<file path="src/rtl/fetch_pc_gen_pkg.sv">
// Shared types and constants for the instruction-fetch front end.
package fetch_pc_gen_pkg;
  localparam int XLEN = 32;
  localparam logic [XLEN-1:0] RESET_PC_DEF = '0;

  typedef enum logic [1:0] {
    S_IDLE    = 2'd0,
    S_FETCH   = 2'd1,
    S_DISCARD = 2'd2
  } fetch_state_e;

  typedef struct packed {
    logic [XLEN-1:0] pc;
    logic [XLEN-1:0] instr;
    logic            pred_taken;
    logic [XLEN-1:0] pred_target;
  } fetch_entry_t;

  function automatic logic [XLEN-1:0] word_align(input logic [XLEN-1:0] a);
    return {a[XLEN-1:2], 2'b00};
  endfunction
endpackage

</file>
<file path="src/rtl/fetch_pc_gen_queue.sv">
// fetch_queue: synchronous FIFO of fetch entries with flush; head read straight from storage regs.
module fetch_queue
  import fetch_pc_gen_pkg::*;
#(
  parameter  int DEPTH = 2,
  localparam int PW    = (DEPTH > 1) ? $clog2(DEPTH) : 1,
  localparam int CW    = $clog2(DEPTH + 1)
) (
  input  logic          clk,
  input  logic          rst_n,
  input  logic          flush_i,
  input  logic          push_i,
  input  fetch_entry_t  push_data_i,
  input  logic          pop_i,
  output fetch_entry_t  head_o,
  output logic [CW-1:0] count_o,
  output logic          full_o,
  output logic          empty_o
);
  fetch_entry_t  mem_q [DEPTH];
  logic [PW-1:0] wr_ptr_q, rd_ptr_q;
  logic [CW-1:0] count_q;
  logic          do_push, do_pop;

  assign full_o  = (count_q == CW'(DEPTH));
  assign empty_o = (count_q == '0);
  assign count_o = count_q;
  assign head_o  = mem_q[rd_ptr_q];

  assign do_push = push_i & ~full_o;
  assign do_pop  = pop_i & ~empty_o;

  always_ff @(posedge clk) begin
    if (!rst_n) begin
      wr_ptr_q <= '0;
      rd_ptr_q <= '0;
      count_q  <= '0;
      for (int i = 0; i < DEPTH; i++) mem_q[i] <= '0;
    end else if (flush_i) begin
      wr_ptr_q <= '0;
      rd_ptr_q <= '0;
      count_q  <= '0;
    end else begin
      if (do_push) begin
        mem_q[wr_ptr_q] <= push_data_i;
        wr_ptr_q <= (wr_ptr_q == PW'(DEPTH - 1)) ? '0 : wr_ptr_q + 1'b1;
      end
      if (do_pop)
        rd_ptr_q <= (rd_ptr_q == PW'(DEPTH - 1)) ? '0 : rd_ptr_q + 1'b1;
      case ({do_push, do_pop})
        2'b10:   count_q <= count_q + 1'b1;
        2'b01:   count_q <= count_q - 1'b1;
        default: count_q <= count_q;
      endcase
    end
  end
endmodule

</file>
<file path="src/rtl/fetch_pc_gen.sv">
// PC generator / I-cache fetch front end. Branch prediction is used only when FETCH_PRED_EN is defined.
module fetch_pc_gen
  import fetch_pc_gen_pkg::*;
#(
  parameter logic [31:0] RESET_PC = RESET_PC_DEF,
  parameter int          FQ_DEPTH = 2
) (
  input  logic        clk,
  input  logic        rst_n,
  output logic        ic_req_o,
  output logic [31:0] ic_addr_o,
  input  logic        ic_stall_i,
  input  logic [31:0] ic_rdata_i,
  output logic [31:0] pred_addr_o,
  input  logic        pred_hit_i,
  input  logic [31:0] pred_target_i,
  input  logic        redirect_i,
  input  logic [31:0] redirect_pc_i,
  output logic        if_valid_o,
  input  logic        if_ready_i,
  output logic [31:0] if_pc_o,
  output logic [31:0] if_instr_o,
  output logic        if_pred_taken_o,
  output logic [31:0] if_pred_target_o
);
  localparam int CW = $clog2(FQ_DEPTH + 1);

  fetch_state_e  state_q, state_d;
  logic [31:0]   pc_q, pc_d, redir_pc_q, redir_pc_d;
  logic          accept, fq_full, fq_empty;
  logic [CW-1:0] fq_count;
  logic          pred_hit_eff;
  logic [31:0]   pred_tgt_eff;
  fetch_entry_t  push_ent, head;

`ifdef FETCH_PRED_EN
  assign pred_hit_eff = pred_hit_i;
  assign pred_tgt_eff = word_align(pred_target_i);
  assign pred_addr_o  = ic_addr_o;
  logic unused_ok;
  assign unused_ok = ^fq_count;
`else
  assign pred_hit_eff = 1'b0;
  assign pred_tgt_eff = '0;
  assign pred_addr_o  = '0;
  logic unused_ok;
  assign unused_ok = ^{pred_hit_i, pred_target_i, fq_count};
`endif

  assign ic_addr_o = pc_q;
  assign ic_req_o  = ((state_q == S_FETCH) & ~fq_full) | (state_q == S_DISCARD);
  assign accept    = (state_q == S_FETCH) & ic_req_o & ~ic_stall_i & ~redirect_i;

  assign push_ent = '{pc: pc_q, instr: ic_rdata_i, pred_taken: pred_hit_eff,
                      pred_target: pred_tgt_eff};

  fetch_queue #(.DEPTH(FQ_DEPTH)) u_fq (
    .clk         (clk),
    .rst_n       (rst_n),
    .flush_i     (redirect_i),
    .push_i      (accept),
    .push_data_i (push_ent),
    .pop_i       (if_valid_o & if_ready_i),
    .head_o      (head),
    .count_o     (fq_count),
    .full_o      (fq_full),
    .empty_o     (fq_empty)
  );

  assign if_valid_o       = ~fq_empty;
  assign if_pc_o          = head.pc;
  assign if_instr_o       = head.instr;
  assign if_pred_taken_o  = head.pred_taken;
  assign if_pred_target_o = head.pred_target;

  always_comb begin
    state_d    = state_q;
    pc_d       = pc_q;
    redir_pc_d = redir_pc_q;
    if (redirect_i) begin
      // A stalled request must complete at its original address; park the target.
      if (ic_req_o & ic_stall_i) begin
        redir_pc_d = word_align(redirect_pc_i);
        state_d    = S_DISCARD;
      end else begin
        pc_d    = word_align(redirect_pc_i);
        state_d = S_FETCH;
      end
    end else begin
      case (state_q)
        S_IDLE:  state_d = S_FETCH;
        S_FETCH: if (accept) pc_d = pred_hit_eff ? pred_tgt_eff : pc_q + 32'd4;
        S_DISCARD: begin
          if (!ic_stall_i) begin
            pc_d    = redir_pc_q;
            state_d = S_FETCH;
          end
        end
        default: state_d = S_IDLE;
      endcase
    end
  end

  always_ff @(posedge clk) begin
    if (!rst_n) begin
      state_q    <= S_IDLE;
      pc_q       <= RESET_PC;
      redir_pc_q <= '0;
    end else begin
      state_q    <= state_d;
      pc_q       <= pc_d;
      redir_pc_q <= redir_pc_d;
    end
  end
endmodule

</file>
<file path="config.mk">
export PLATFORM = sky130hd
export DESIGN_NAME = fetch_pc_gen
export DESIGN_NICKNAME = d
export VERILOG_FILES = /design/src/rtl/fetch_pc_gen_pkg.sv /design/src/rtl/fetch_pc_gen_queue.sv /design/src/rtl/fetch_pc_gen.sv
export SDC_FILE = /design/constraint.sdc
export NUM_CORES = 1
export LEC_CHECK = 0
export ABC_AREA = 1
export CORE_MARGIN = 1.5
export CORE_UTILIZATION = 30
export DETAILED_ROUTE_END_ITERATION = 8
export PLACE_DENSITY = 0.55
export RECOVER_POWER = 100
export SETUP_SLACK_MARGIN = 0.4
export SLEW_MARGIN = 30
export SYNTH_ARGS = -nofsm -noshare
export SYNTH_HDL_FRONTEND = slang
export SYNTH_SLANG_ARGS = --single-unit
</file>
<file path="constraint.sdc">
create_clock -name clk -period 7.3 [get_ports clk]
set_input_delay 1.825 -clock clk [delete_from_list [all_inputs] [get_ports clk]]
set_output_delay 1.825 -clock clk [all_outputs]
set_load 0.02 [all_outputs]
</file>
==> reports/results.ini <==
[worst_setup_path]
worst_ep_arrival_time_ns = 5.77
ff2ff_setup_slack_ns = 4.12
endpoint_kind = flop
crit_path_max_fanout = 39
path_class = in2reg
required_ns = 7.38
start_kind = input port

[timing]
skew_ns = 0.0152
hold_viol = 0
slew_viol_final = 163
relSlewSlack = -0.607
setup_tns_ns = 0
fmax_ghz = 0.176
setup-violations-final = 0
rsz0062_at_grt = no
worst_pin_slew_ns = 2.41
min_period_over_period = 0.780
fin_crit_ns = 5.70

[clocking]
clockBufferDepth = 2
cts_tree = done
cts.sinks = 191
hold_buffers = 0
clk_latency_ns = 0.43
cts_max_level = 4
postCtsResizedCells = 0
cts-root-buf = clkbuf_16
post_cts_buffers = 0
clkTransAtPathRegs_ns = 0.08
cts_made_buffers = 17

[route]
wirelength_um = 24000
drt-pass1-iter-count = 7
wl_per_cell_um = 14.6
post-route-drc-count = 0
first_iter_violations = 434
vias = 7177
ant_nets = 0
via_per_inst = 4.35

[logic_synthesis]
synth_top_cell_by_area = edfxtp_1
syn_avg_cell_area_sq_um = 8.82
syn_area_sq_um = 9690
netlist-cell-type-count = 30
synthTopCellsByArea = edfxtp_1, dfxtp_1, nor2_1, mux2_2, nand2_1
ys_warn_count = 0
ys_ff_latch = 191
synth_cells = 1098
ys_seq_area_frac = 0.523
synth_top_area_frac = 0.384

[place]
place_inst = 1617
port_buffers = 160
gp_congestion = 0.778
dp_hpwl_um = 16100
placed_area_sq_um = 11300

[cells_and_area]
num-nets-final = 1338
finalInstanceArea_sq_um = 11900
stdcell_count = 1649
finish.utilization = 0.376
syn_to_final_growth_pct = 22.9
diodes = 0
final_layout_size_suffix_gt1_frac = 0.104

[power]
vdd_drop_max_v = 0.000131
p_leak_nw = 4.84
p_per_area_nw_per_um2 = 212
p_total_mw = 2.52

[hold_path]
hp-class = reg2reg

[status]
violations = capacitance limit, slew limit
status = complete, but fails checks

[grt]
antenna_found_initial = 1
grt_max_degree = 64
grt_pass1_wl_um = 37100
grtUsageTotal = 0.143
grt_pass1_vias = 6601
grt_overflow = 0

[die]
dieWidth_um = 183
start_util = 0.306
num_rows = 65
fp.dieH_um = 183
die-area_sq_um = 33400
ios = 265
coreArea_sq_um = 31600

[run]
cap_viol_max_count = 4

==> power by group <==
group          total (mW)  switching, mW  internal (mW)  leakage (nW)
Sequential           1.24         0.0390           1.20          1.83
Combinational       0.366          0.228          0.137          2.73
Clock               0.912          0.442          0.470         0.284
==> logic make-up after synthesis <==
family,after synthesis,share of synthesized area
simple gates,439,0.187
buf+inv,249,0.130
flops,191,0.523
compound gates,144,0.0769
mux,62,0.0721
xor+xnor,10,0.00904
fa+ha+maj,2,0.00258
other cells,1,0.000387
==> worst paths after layout <==
check / start / end / cells after the start
max: rst_n / u_fq.mem_q[0][18]$_SDFFCE_PN0P_ / 5
min: redir_pc_q[15]$_SDFFE_PN0P_ / redir_pc_q[15]$_SDFFE_PN0P_ / 2
max reg2reg: u_fq.count_o[1]$_SDFFE_PP0P_ / u_fq.mem_q[1][43]$_SDFFCE_PN0P_ / 9
min reg2reg: redir_pc_q[15]$_SDFFE_PN0P_ / redir_pc_q[15]$_SDFFE_PN0P_ / 2
==> state kept, by name, indices dropped and copies added, names as in the netlist, named ones only <==
register / count
u_fq.mem_q: 124
ic_addr_o: 30
redir_pc_q: 30
state_q: 2
u_fq.count_o: 2
u_fq.rd_ptr_q: 1
u_fq.wr_ptr_q: 1
==> stage by stage <==
step / hold WS, ns / worst slack, ns
2_1_floorplan: 0.425 / 3.04
3_3_place_gp: 0.432 / 2.07
6_report: 0.449 / 1.60
3_5_place_dp: 0.439 / 2.11
4_1_cts: 0.451 / 2.49
5_1_grt: 0.468 / 1.19
==> cells in the mapped netlist <==
| cell | instances |
|---|---|
| buf_2 | 32 |
| dfxtp_1 | 67 |
| nand4_1 | 1 |
| ha_1 | 2 |
| nand3_1 | 27 |
| nor2_1 | 216 |
| xor2_1 | 10 |
| nand3b_4 | 1 |
| o21ai_0 | 59 |
| o21ai_1 | 6 |
| mux2_2 | 62 |
| and2_1 | 2 |
| nor2_2 | 6 |
| conb_1 | 1 |
| nand3_2 | 3 |
| a31oi_1 | 2 |
| o21ai_2 | 1 |
| nor2_4 | 7 |
| o211ai_1 | 3 |
| clkbuf_1 | 16 |
| a21oi_2 | 2 |
| buf_4 | 69 |
| inv_1 | 126 |
| edfxtp_1 | 124 |
| nand2_2 | 6 |
| inv_2 | 3 |
| nand2_1 | 170 |
| a21oi_1 | 70 |
| buf_6 | 3 |
| a22oi_1 | 1 |
==> layout make-up <==
| type | count | area, sq um |
|---|---|---|
| Clock buffer | 19 | 453 |
| Clock inverter | 13 | 119 |
| Fill cell | 3200 | 19700 |
| Inverter | 129 | 484 |
| Multi-Input combinational cell | 726 | 3620 |
| Sequential cell | 191 | 5060 |
| Tap cell | 402 | 503 |
| Timing Repair Buffer | 169 | 1660 |
==> critical path, stage by stage <==
cell and delay (ns):
dlygate4sd3_1 0.52, clkbuf_1 1.28, nand3_1 0.32, nand2_1 1.23, buf_4 0.57
==> cell usage in the layout (no fill, tap or decap), drive strengths merged <==
master,instances
nand3b,1
nand4,1
nor2,229
o21ai,66
clkdlybuf4s50,66
clkinvlp,1
xor2,10
buf,7
a21oi,72
edfxtp,124
o211ai,3
a22oi,1
mux2,62
clkinv,4
inv,137
nand2,176
nand3,30
dfxtp,67
a31oi,2
clkbuf,21
conb,69
dlygate4sd3,94
ha,2
and2,2
==> per-layer routing <==
layer | wire length (um) | share of wire | vias to the layer above | global-route usage
met1 | 11300 | 0.47 | 3285 | 0.192
met2 | 11000 | 0.46 | 227 | 0.236
met3 | 1440 | 0.060 | 13 | 0.0315
li1 | - | - | 3650 | -
met4 | 206 | 0.0086 | 2 | 0.0324
met5 | 13 | 0.00054 | - | 0
No activity file was read; power rests on OpenSTA's default activity.
